===== config.mk =====
export PLATFORM = sky130hd
export DESIGN_NAME = uv_exposure_sequencer
export DESIGN_NICKNAME = d
export VERILOG_FILES = /design/src/rtl/uven_pkg.sv /design/src/rtl/ms_tick_gen.sv /design/src/rtl/uv_exposure_sequencer.sv
export SDC_FILE = /design/constraint.sdc
export NUM_CORES = 1
export LEC_CHECK = 0
export ABC_AREA = 0
export CAP_MARGIN = 20
export CORE_MARGIN = 2
export CORE_UTILIZATION = 50
export DETAILED_ROUTE_END_ITERATION = 7
export PLACE_DENSITY = 0.72
export SKIP_LAST_GASP = 1
export SLEW_MARGIN = 20
export SYNTH_ARGS = -nofsm -noshare
export SYNTH_HDL_FRONTEND = slang
export SYNTH_HIERARCHICAL = 1
export SYNTH_SLANG_ARGS = --single-unit

===== constraint.sdc =====
create_clock -name CLK -period 4.93 [get_ports CLK]
set_input_delay 0.7395 -clock CLK [delete_from_list [all_inputs] [get_ports CLK]]
set_output_delay 0.7395 -clock CLK [all_outputs]
set_load 0.005 [all_outputs]

===== src/rtl/uven_pkg.sv =====
// Shared types and constants for the UV exposure sequencer.
// Latency: n/a (declarations only).
// Backpressure: n/a.
package uven_pkg;

  typedef enum logic [2:0] {
    ST_IDLE  = 3'd0,
    ST_ARMED = 3'd1,
    ST_ON    = 3'd2,
    ST_OFF   = 3'd3,
    ST_SAFE  = 3'd4
  } uven_state_e;

  localparam int unsigned TIME_MAX     = 9999;
  localparam int unsigned INT_MAX      = 100;
  localparam logic [6:0]  DIGIPOT_ADDR = 7'h2F;

  // Saturating clamp for the 14-bit time/repetition fields.
  function automatic logic [13:0] clamp14(input logic [13:0] v, input logic [13:0] max);
    return (v > max) ? max : v;
  endfunction

endpackage


===== src/rtl/ms_tick_gen.sv =====
// Prescaler: counts 0..TICK_DIV-1 and flags the wrap cycle as a 1 ms tick.
// Latency: tick_o is high during the TICK_DIV-th cycle after a restart.
// Backpressure: none; restart_i zeroes the count so the next ms is full length.
// Ports: clk_i/rst_ni clock and async active-low reset, restart_i sync restart,
//        tick_o single-cycle tick.
module ms_tick_gen #(
  parameter int unsigned TICK_DIV = 16000
) (
  input  logic clk_i,
  input  logic rst_ni,
  input  logic restart_i,
  output logic tick_o
);

  localparam int unsigned CW = (TICK_DIV > 1) ? $clog2(TICK_DIV) : 1;
  localparam logic [CW-1:0] WRAP = CW'(TICK_DIV - 1);

  logic [CW-1:0] cnt_q, cnt_d;

  assign tick_o = (cnt_q == WRAP);

  always_comb begin
    cnt_d = cnt_q + 1'b1;
    if (restart_i || cnt_q == WRAP) cnt_d = '0;
  end

  always_ff @(posedge clk_i or negedge rst_ni) begin
    if (!rst_ni) cnt_q <= '0;
    else         cnt_q <= cnt_d;
  end

endmodule


===== src/rtl/uv_exposure_sequencer.sv =====
// UV exposure run sequencer: latches/clamps settings, alternates ON/OFF phases
// on a 1 ms base, drives the LED gate and queues digipot writes to the I2C block.
// Latency: all outputs registered; uv_on rises 1 cycle after fire is sampled.
// Backpressure: single-entry write queue held until i2c_ready, newest value wins.
// Ports: CLK/reset_n clock + async active-low reset; arm/fire/abort controls;
//        on_time_ms/off_time_ms/repetitions/intensity settings; i2c_ready in,
//        i2c_enable/i2c_data write request out; uv_on gate; state/elapsed_ms/
//        rep_count/done status; fault watchdog trip.
// Optional: UVEN_WATCHDOG_EN adds a cumulative ON-time limit (MAX_ON_MS).
module uv_exposure_sequencer #(
  parameter int unsigned TICK_DIV  = 16000,
  parameter int unsigned TIME_MAX  = 9999,
  parameter int unsigned INT_MAX   = 100
`ifdef UVEN_WATCHDOG_EN
  , parameter int unsigned MAX_ON_MS = 600000
`endif
) (
  input  logic        CLK,
  input  logic        reset_n,
  input  logic        arm,
  input  logic        fire,
  input  logic        abort,
  input  logic [13:0] on_time_ms,
  input  logic [13:0] off_time_ms,
  input  logic [13:0] repetitions,
  input  logic [7:0]  intensity,
  input  logic        i2c_ready,
  output logic        i2c_enable,
  output logic [7:0]  i2c_data,
  output logic        uv_on,
  output logic [2:0]  state,
  output logic [13:0] elapsed_ms,
  output logic [13:0] rep_count,
  output logic        done,
  output logic        fault
);

  import uven_pkg::*;

  localparam logic [13:0] TMAX = 14'(TIME_MAX);
  localparam logic [7:0]  IMAX = 8'(INT_MAX);

  uven_state_e state_q, state_d;
  logic [13:0] on_q, on_d, off_q, off_d, reps_q, reps_d;
  logic [7:0]  int_q, int_d;
  logic [13:0] elapsed_q, elapsed_d, rep_q, rep_d, phase_ms, rep_nxt;
  logic        done_q, done_d, uv_on_q;
  logic        pend_q, pend_d, en_q, en_d, issue;
  logic [7:0]  wdat_q, wdat_d, data_q, data_d;
  logic        push, restart, tick, wd_trip, fault_q;
  logic [7:0]  push_val;

  ms_tick_gen #(.TICK_DIV(TICK_DIV)) u_tick (
    .clk_i     (CLK),
    .rst_ni    (reset_n),
    .restart_i (restart),
    .tick_o    (tick)
  );

`ifdef UVEN_WATCHDOG_EN
  localparam int unsigned OW = $clog2(MAX_ON_MS + 1);
  logic [OW-1:0] onms_q, onms_d, onms_nxt;
  logic          fault_d;

  // Cumulative ON time only accrues in ON; it is held at zero while idle so a
  // new arm starts from a clean budget.
  always_comb begin
    onms_nxt = onms_q + OW'(tick);
    onms_d   = onms_q;
    fault_d  = fault_q;
    wd_trip  = 1'b0;
    if (state_q == ST_IDLE) begin
      onms_d = '0;
      if (!arm) fault_d = 1'b0;
    end else if (state_q == ST_ON) begin
      onms_d = onms_nxt;
      if (onms_nxt >= OW'(MAX_ON_MS)) begin
        wd_trip = 1'b1;
        fault_d = 1'b1;
      end
    end
  end

  always_ff @(posedge CLK or negedge reset_n) begin
    if (!reset_n) begin
      onms_q  <= '0;
      fault_q <= 1'b0;
    end else begin
      onms_q  <= onms_d;
      fault_q <= fault_d;
    end
  end
`else
  assign wd_trip = 1'b0;
  assign fault_q = 1'b0;
`endif

  // Elapsed count as it will read after this edge; comparing it (rather than
  // elapsed_q) makes a phase last exactly N ticks and a zero-length phase
  // exit on the cycle after entry.
  assign phase_ms = elapsed_q + 14'(tick);
  assign rep_nxt  = rep_q + 14'd1;

  always_comb begin
    state_d   = state_q;
    on_d      = on_q;
    off_d     = off_q;
    reps_d    = reps_q;
    int_d     = int_q;
    elapsed_d = elapsed_q;
    rep_d     = rep_q;
    done_d    = 1'b0;
    restart   = 1'b0;
    push      = 1'b0;
    push_val  = 8'd0;
    unique case (state_q)
      ST_IDLE: begin
        if (arm && !fault_q) begin
          state_d  = ST_ARMED;
          on_d     = clamp14(on_time_ms, TMAX);
          off_d    = clamp14(off_time_ms, TMAX);
          reps_d   = (repetitions == 14'd0) ? 14'd1 : clamp14(repetitions, TMAX);
          int_d    = (intensity > IMAX) ? IMAX : intensity;
          push     = 1'b1;
          push_val = int_d;
        end
      end
      ST_ARMED: begin
        if (!arm || abort) begin
          state_d = ST_SAFE;
          push    = 1'b1;
        end else if (fire) begin
          state_d   = ST_ON;
          rep_d     = 14'd0;
          elapsed_d = 14'd0;
          restart   = 1'b1;
          push      = 1'b1;
          push_val  = int_q;
        end
      end
      ST_ON: begin
        if (!arm || abort || wd_trip) begin
          state_d   = ST_SAFE;
          elapsed_d = 14'd0;
          push      = 1'b1;
        end else if (phase_ms == on_q) begin
          state_d   = ST_OFF;
          elapsed_d = 14'd0;
          restart   = 1'b1;
          push      = 1'b1;
        end else begin
          elapsed_d = phase_ms;
        end
      end
      ST_OFF: begin
        if (!arm || abort) begin
          state_d   = ST_SAFE;
          elapsed_d = 14'd0;
          push      = 1'b1;
        end else if (phase_ms == off_q) begin
          rep_d     = rep_nxt;
          elapsed_d = 14'd0;
          if (rep_nxt == reps_q) begin
            state_d = ST_ARMED;
            done_d  = 1'b1;
          end else begin
            state_d  = ST_ON;
            restart  = 1'b1;
            push     = 1'b1;
            push_val = int_q;
          end
        end else begin
          elapsed_d = phase_ms;
        end
      end
      ST_SAFE: begin
        // Leave only once the zero write has actually gone out.
        if (!pend_q) state_d = ST_IDLE;
      end
      default: state_d = ST_IDLE;
    endcase
  end

  // Write queue: a push in the same cycle as an issue becomes the new pending
  // entry; the en_q term keeps requests at least one idle cycle apart.
  always_comb begin
    issue  = pend_q && i2c_ready && !en_q;
    pend_d = pend_q;
    wdat_d = wdat_q;
    if (issue) pend_d = 1'b0;
    if (push) begin
      pend_d = 1'b1;
      wdat_d = push_val;
    end
    en_d   = issue;
    data_d = issue ? wdat_q : 8'd0;
  end

  always_ff @(posedge CLK or negedge reset_n) begin
    if (!reset_n) begin
      state_q   <= ST_IDLE;
      on_q      <= '0;
      off_q     <= '0;
      reps_q    <= '0;
      int_q     <= '0;
      elapsed_q <= '0;
      rep_q     <= '0;
      done_q    <= 1'b0;
      uv_on_q   <= 1'b0;
      pend_q    <= 1'b0;
      wdat_q    <= '0;
      en_q      <= 1'b0;
      data_q    <= '0;
    end else begin
      state_q   <= state_d;
      on_q      <= on_d;
      off_q     <= off_d;
      reps_q    <= reps_d;
      int_q     <= int_d;
      elapsed_q <= elapsed_d;
      rep_q     <= rep_d;
      done_q    <= done_d;
      uv_on_q   <= (state_d == ST_ON);
      pend_q    <= pend_d;
      wdat_q    <= wdat_d;
      en_q      <= en_d;
      data_q    <= data_d;
    end
  end

  assign i2c_enable = en_q;
  assign i2c_data   = data_q;
  assign uv_on      = uv_on_q;
  assign state      = state_q;
  assign elapsed_ms = elapsed_q;
  assign rep_count  = rep_q;
  assign done       = done_q;
  assign fault      = fault_q;

endmodule


After elaboration in Yosys (flattened, before gate mapping):

Index checks and enable logic that the tools add are counted.

* input port bits: 56
* flip-flop bits (word level): 115
* output and inout port bits: 43

* multiplexer cells: 53
* order comparisons: 4
* add/subtract/negate cells: 3
* equal/unequal tests: 13
* reductions and logical operators: 14

Operators with widths (number)
* 14-bit two-way mux: 13
* 8-bit two-way mux: 8
* 14-bit equality test: 3
* 14-bit > comparator (second input constant): 3
* 14-bit case mux with 3 select lines: 1
* 14-bit by 1-bit adder with 14-bit output (second input constant): 2
* 14-bit case mux with 2 select lines: 1
* 3-bit two-way mux: 8
* 8-bit case mux with 3 select lines: 1
* 1-bit two-way mux: 17
* 3-bit case mux with 5 select lines: 1
* 14-bit by 1-bit adder with 14-bit output: 1
* 14-bit equality test (second input constant): 1
* 14-bit zero test: 1
* 3-bit by 2-bit equality test with 1-bit output (second input constant): 3
* 8-bit by 7-bit > comparator with 1-bit output (second input constant): 1
* 2-bit inequality test (second input constant): 4
* 5-bit AND reduction: 1
* 1-bit case mux with 4 select lines: 1
* 2-bit nonzero test: 2
* 3-bit by 1-bit equality test with 1-bit output (second input constant): 1
* 3-bit equality test (second input constant): 1
* 3-bit zero test: 1
* 1-bit case mux with 3 select lines: 1
* other kinds (7): 10

Longest topological paths before layout:

* depth after elaboration: 8
* depth in mapped cells: 18
* depth with buffers taken out: 15

Hierarchy:

The synthesis kept the hierarchy.

By module, submodules not included
* uv_exposure_sequencer: instances 1, area each 5874.4 sq um, sequential area each 2527.4 sq um, cells an instance 625
* ms_tick_gen: instances 1, area each 690.7 sq um, sequential area each 350.3 sq um, cells an instance 70

Least setup slack after synthesis:

Ideal clock, no wire load.

* path kind: flip-flop to flip-flop
* from: reg u_tick.cnt_q[0]
* to: reg u_tick.cnt_q[13]
* arrival: 3947 ps
* period minus slack after synthesis: 4066 ps
* buffers on the path: 3
* setup slack: 864 ps
* data required time: 4811 ps
* stages on the path, launching flop included: 19
* cells stage by stage: dfrtp_1 ha_1 nand4_1 nor4_2 ha_1 ha_1 buf_2 and2_1 nand4_2 xnor2_1 a311o_1 or4_4 buf_6 nor4_4 nor2_1 a21oi_1 or2_1 buf_6 nor2_1

* cells in the longest elaborated chain, start to end: 8

Ends and longest elaborated chain
* start: declaration: RTL line ms_tick_gen.sv:18 `logic [CW-1:0] cnt_q, cnt_d;`
* start signal: assignment: RTL line ms_tick_gen.sv:29 `else cnt_q <= cnt_d;`
* 14-bit equality test *: RTL line ms_tick_gen.sv:20 `assign tick_o = (cnt_q == WRAP);`
* net tick: RTL line uv_exposure_sequencer.sv:50 `logic push, restart, tick, wd_trip, fault_q;`
* 14-bit by 1-bit adder with 14-bit output *: RTL line uv_exposure_sequencer.sv:101 `assign phase_ms = elapsed_q + 14'(tick);`
* 14-bit equality test, on equally long branches: RTL line uv_exposure_sequencer.sv:160, uv_exposure_sequencer.sv:146
* 1-bit two-way mux, on equally long branches: RTL line uv_exposure_sequencer.sv:160, uv_exposure_sequencer.sv:146
* 1-bit two-way mux, on equally long branches: RTL line uv_exposure_sequencer.sv:156, uv_exposure_sequencer.sv:142
* 1-bit case mux with 3 select lines *: RTL line uv_exposure_sequencer.sv:116 `unique case (state_q)`
* net restart: RTL line uv_exposure_sequencer.sv:50
* 1-bit logical OR *: RTL line ms_tick_gen.sv:24 `if (restart_i || cnt_q == WRAP) cnt_d = '0;`
* 14-bit two-way mux *: RTL line ms_tick_gen.sv:24
* net u_tick.cnt_d[13]: RTL line ms_tick_gen.sv:18

The timed path passes the listed nets; every way through them passes the cells marked *.
A chain may end at the register's enable or synchronous reset.

Worst setup path in the final report:

* from: reg u_tick.cnt_q[0]
* to: reg u_tick.cnt_q[7]

The elaborated chain is that of the path after synthesis.

==> results.cfg <==
[timing]
max_freq_mhz = 228
rsz0062_at_grt = false
slew_headroom_pct = 37.5
min_period_ps = 4380
setup_tns_ps = 0
hold_violations = 0
layout_worst_path_cycle_share_pct = 88.8
setup_violations = 0
worst_pin_slew_ps = 935
finalMaxSlewViolations = 0
fin_skew_ps = 8.52
hold_ws_ps = 274

[cts]
cts_hold_buf = 0
clockRootBuffer = clkbuf_16
clk_pin_slew_ps = 60
clkLatencyLatePin_ps = 420
cts_sinks = 115
cts_resized = 0
postCtsSetupRepairBufs = 0
cts_tree = yes
ctsLongestPathBuffers = 2
cts_buffers = 17
h-tree-depth = 4

[worst_setup_path]
path_class = register to register
max_stage_delay_ps = 530
crit_arrival_ps = 4680
critPathSlowestCell = a2111oi_1
path_max_fanout = 11
start_kind = register
cp-end-kind = register
required_ps = 5230
path_cells = ha_1, nand4_1, nor4_2, ha_1, ha_1, nand3_1, nor2_1, o311ai_0, a2111oi_1, nand2_1, nor4_4, nor2_1, a21oi_1, or2_4, nor2_1

[synth]
synth_top_flop_cell = dfrtp_1
synth_top_area_share_pct = 43.8
yosysSeqAreaShare_pct = 43.8
synth_xor_area_share_pct = 8.60
synth_area_per_cell_sq_um = 9.45
syn_inst = 695
synthTopCellsByCount = dfrtp_1, nand2_1, nor2_1
synth_edf_count = 0
synth_compound_area_share_pct = 18.8
ys_ff_latch = 115
synth-simple-area-share_pct = 22.9
synth_warnings = 6
muxShareOfSynthArea_pct = 0.934
synth_most_common_cell = dfrtp_1
synthesis.area_sq_um = 6570
synth_top_family_by_area = simple AND/OR/NAND/NOR gates
synth_area_leader_cell = dfrtp_1
yosys.area_share.adder_pct = 0.762
netlist_top_cells_area = dfrtp_1, xnor2_1, nand2_1
ys_types = 79
synthArstFlopShare_pct = 100
syn_nets = 755

[floorplan]
dieWidth_um = 119
placementRows = 41
core-area_sq_um = 12700
dieHeight_um = 119
top_level_ports = 99
start_util_pct = 51.6
die_area_sq_um = 14100

[layout]
syn_to_final_growth_pct = 26.2
seq_area_sq_um = 2880
antenna_cells = 0
fill_cells = 1065
finalNetCount = 840
multi_input_area_sq_um = 3430
drive_above_1_share_pct = 7.95

[global_route]
grt_overflow = 0
grt_max_degree = 79
grt_util_all_layers_pct = 26.9
grt_pass1_wl_um = 29700
antenna_found_initial = 0
grt_pass1_vias = 5700

[route]
drc = 0
detail_route.wl_per_cell_um = 19.0
first_pass_iters = 5
drtIter0Drc = 408
final_antenna_net_count = 0
via_per_inst = 6.03
num_vias = 5810
wirelength_um = 18300

[outcome]
outcome = complete, no violations

[placement]
dp_hpwl_um = 12700
gp_congestion = 0.932
io_buffers = 97

[job]
max_cap_violations = 0

[pwr]
p_per_area_nw_per_um2 = 507
cellLeakagePower_nw = 3.52
vdd.ir_drop.worst_mv = 0.474

[min_path]
hp-class = primary input to asynchronous set/reset pin
## where the power goes
group,switching (mW),internal [mW]
Combinational,0.583,0.603
Clock,0.455,0.923
Sequential,0.368,1.26
Total,1.41,2.79
## registers in the layout, indices dropped and copies added (netlist names)
signal,flops
elapsed_ms,14
off_q,14
on_q,14
rep_count,14
reps_q,14
u_tick/cnt_q,14
i2c_data,8
int_q,8
wdat_q,8
state,3
done,1
i2c_enable,1
pend_q,1
uv_on,1
## critical path: cells and delay by family, from the launching register on
kind                     cells  cell delay (ps)
adder cells (fa/ha/maj)      3              850
AO/OA/AOI/OAI                3             1050
AND/OR/NAND/NOR              9             1960
flip-flops                   1              390
## final timing paths
kind / startpoint / endpoint / slack (ps) / cells past startpoint
setup / recovery: u_tick/cnt_q[0] / u_tick/cnt_q[7] / 550 / 15
max in group asynchronous: reset_n / rep_count[7] / 3520 / 3
setup reg to reg: u_tick/cnt_q[0] / u_tick/cnt_q[7] / 550 / 15
min in group CLK: i2c_enable / i2c_data[2] / 460 / 1
hold / removal: reset_n / elapsed_ms[11] / 270 / 1
hold reg to reg: i2c_enable / i2c_data[2] / 460 / 1
## per-layer routing
layer | GRT usage (%) | wire (um) | vias up
met5 | 0 | 0 | -
met4 | 7.96 | 252 | 0
met3 | 6.47 | 1350 | 27
met2 | 41.5 | 8430 | 230
met1 | 37.8 | 8310 | 2867
li1 | - | - | 2686
## cell families after synthesis
family	Yosys count
AO/OA/AOI/OAI	168
XOR/XNOR	61
adder cells (fa/ha/maj)	4
buffers and inverters	56
flip-flops	115
multiplexers	6
other	1
AND/OR/NAND/NOR	284
## placed cells by master (no fill, tap or decap), types with 3 or more instances in the layout
master | Yosys | routed
a211o_1 | 3 | 3
a21o_1 | 5 | 5
a21oi_1 | 19 | 19
a221o_1 | 4 | 4
a22o_1 | 17 | 17
a31oi_1 | 7 | 7
and2_1 | 15 | 15
and3_1 | 5 | 5
and4_1 | 7 | 7
buf_4 | 3 | 7
bufinv_16 | 0 | 5
clkbuf_16 | 0 | 17
clkdlybuf4s50_1 | 0 | 96
dfrtp_1 | 115 | 115
ha_1 | 4 | 4
inv_1 | 18 | 18
inv_6 | 0 | 3
mux2i_1 | 5 | 5
nand2_1 | 73 | 73
nand2b_1 | 7 | 7
nand3_1 | 26 | 26
nand3b_1 | 7 | 7
nand4_1 | 10 | 10
nor2_1 | 67 | 67
nor2b_1 | 13 | 13
nor3_1 | 17 | 16
nor4_1 | 11 | 11
o2111ai_1 | 3 | 3
o211a_1 | 7 | 7
o211ai_1 | 4 | 4
o21a_1 | 4 | 4
o21ai_0 | 44 | 44
o22a_1 | 13 | 13
o31ai_1 | 10 | 10
or4_1 | 4 | 4
xnor2_1 | 35 | 35
xor2_1 | 23 | 23
## stage by stage
stage	total power [mW]	area (sq um)	setup slack, ps	util (%)	cells
after floorplan	2.33	6570	864	-	695
after global placement	2.74	7590	529	59.7	932
after detailed placement	2.78	7590	321	59.7	932
after CTS	4.19	8250	294	64.8	963
after global routing	4.41	8280	143	65.1	964
final	4.20	8280	552	65.1	964
## final cells by class
type	instances	share of cell area, %
Clock buffer	19	5.47
Clock inverter	12	2.43
Inverter	18	0.816
Multi-Input combinational cell	524	41.4
Sequential cell	115	34.7
Tap cell	172	2.60
Timing Repair Buffer	104	12.6
Power figures use the tool's default switching activity.
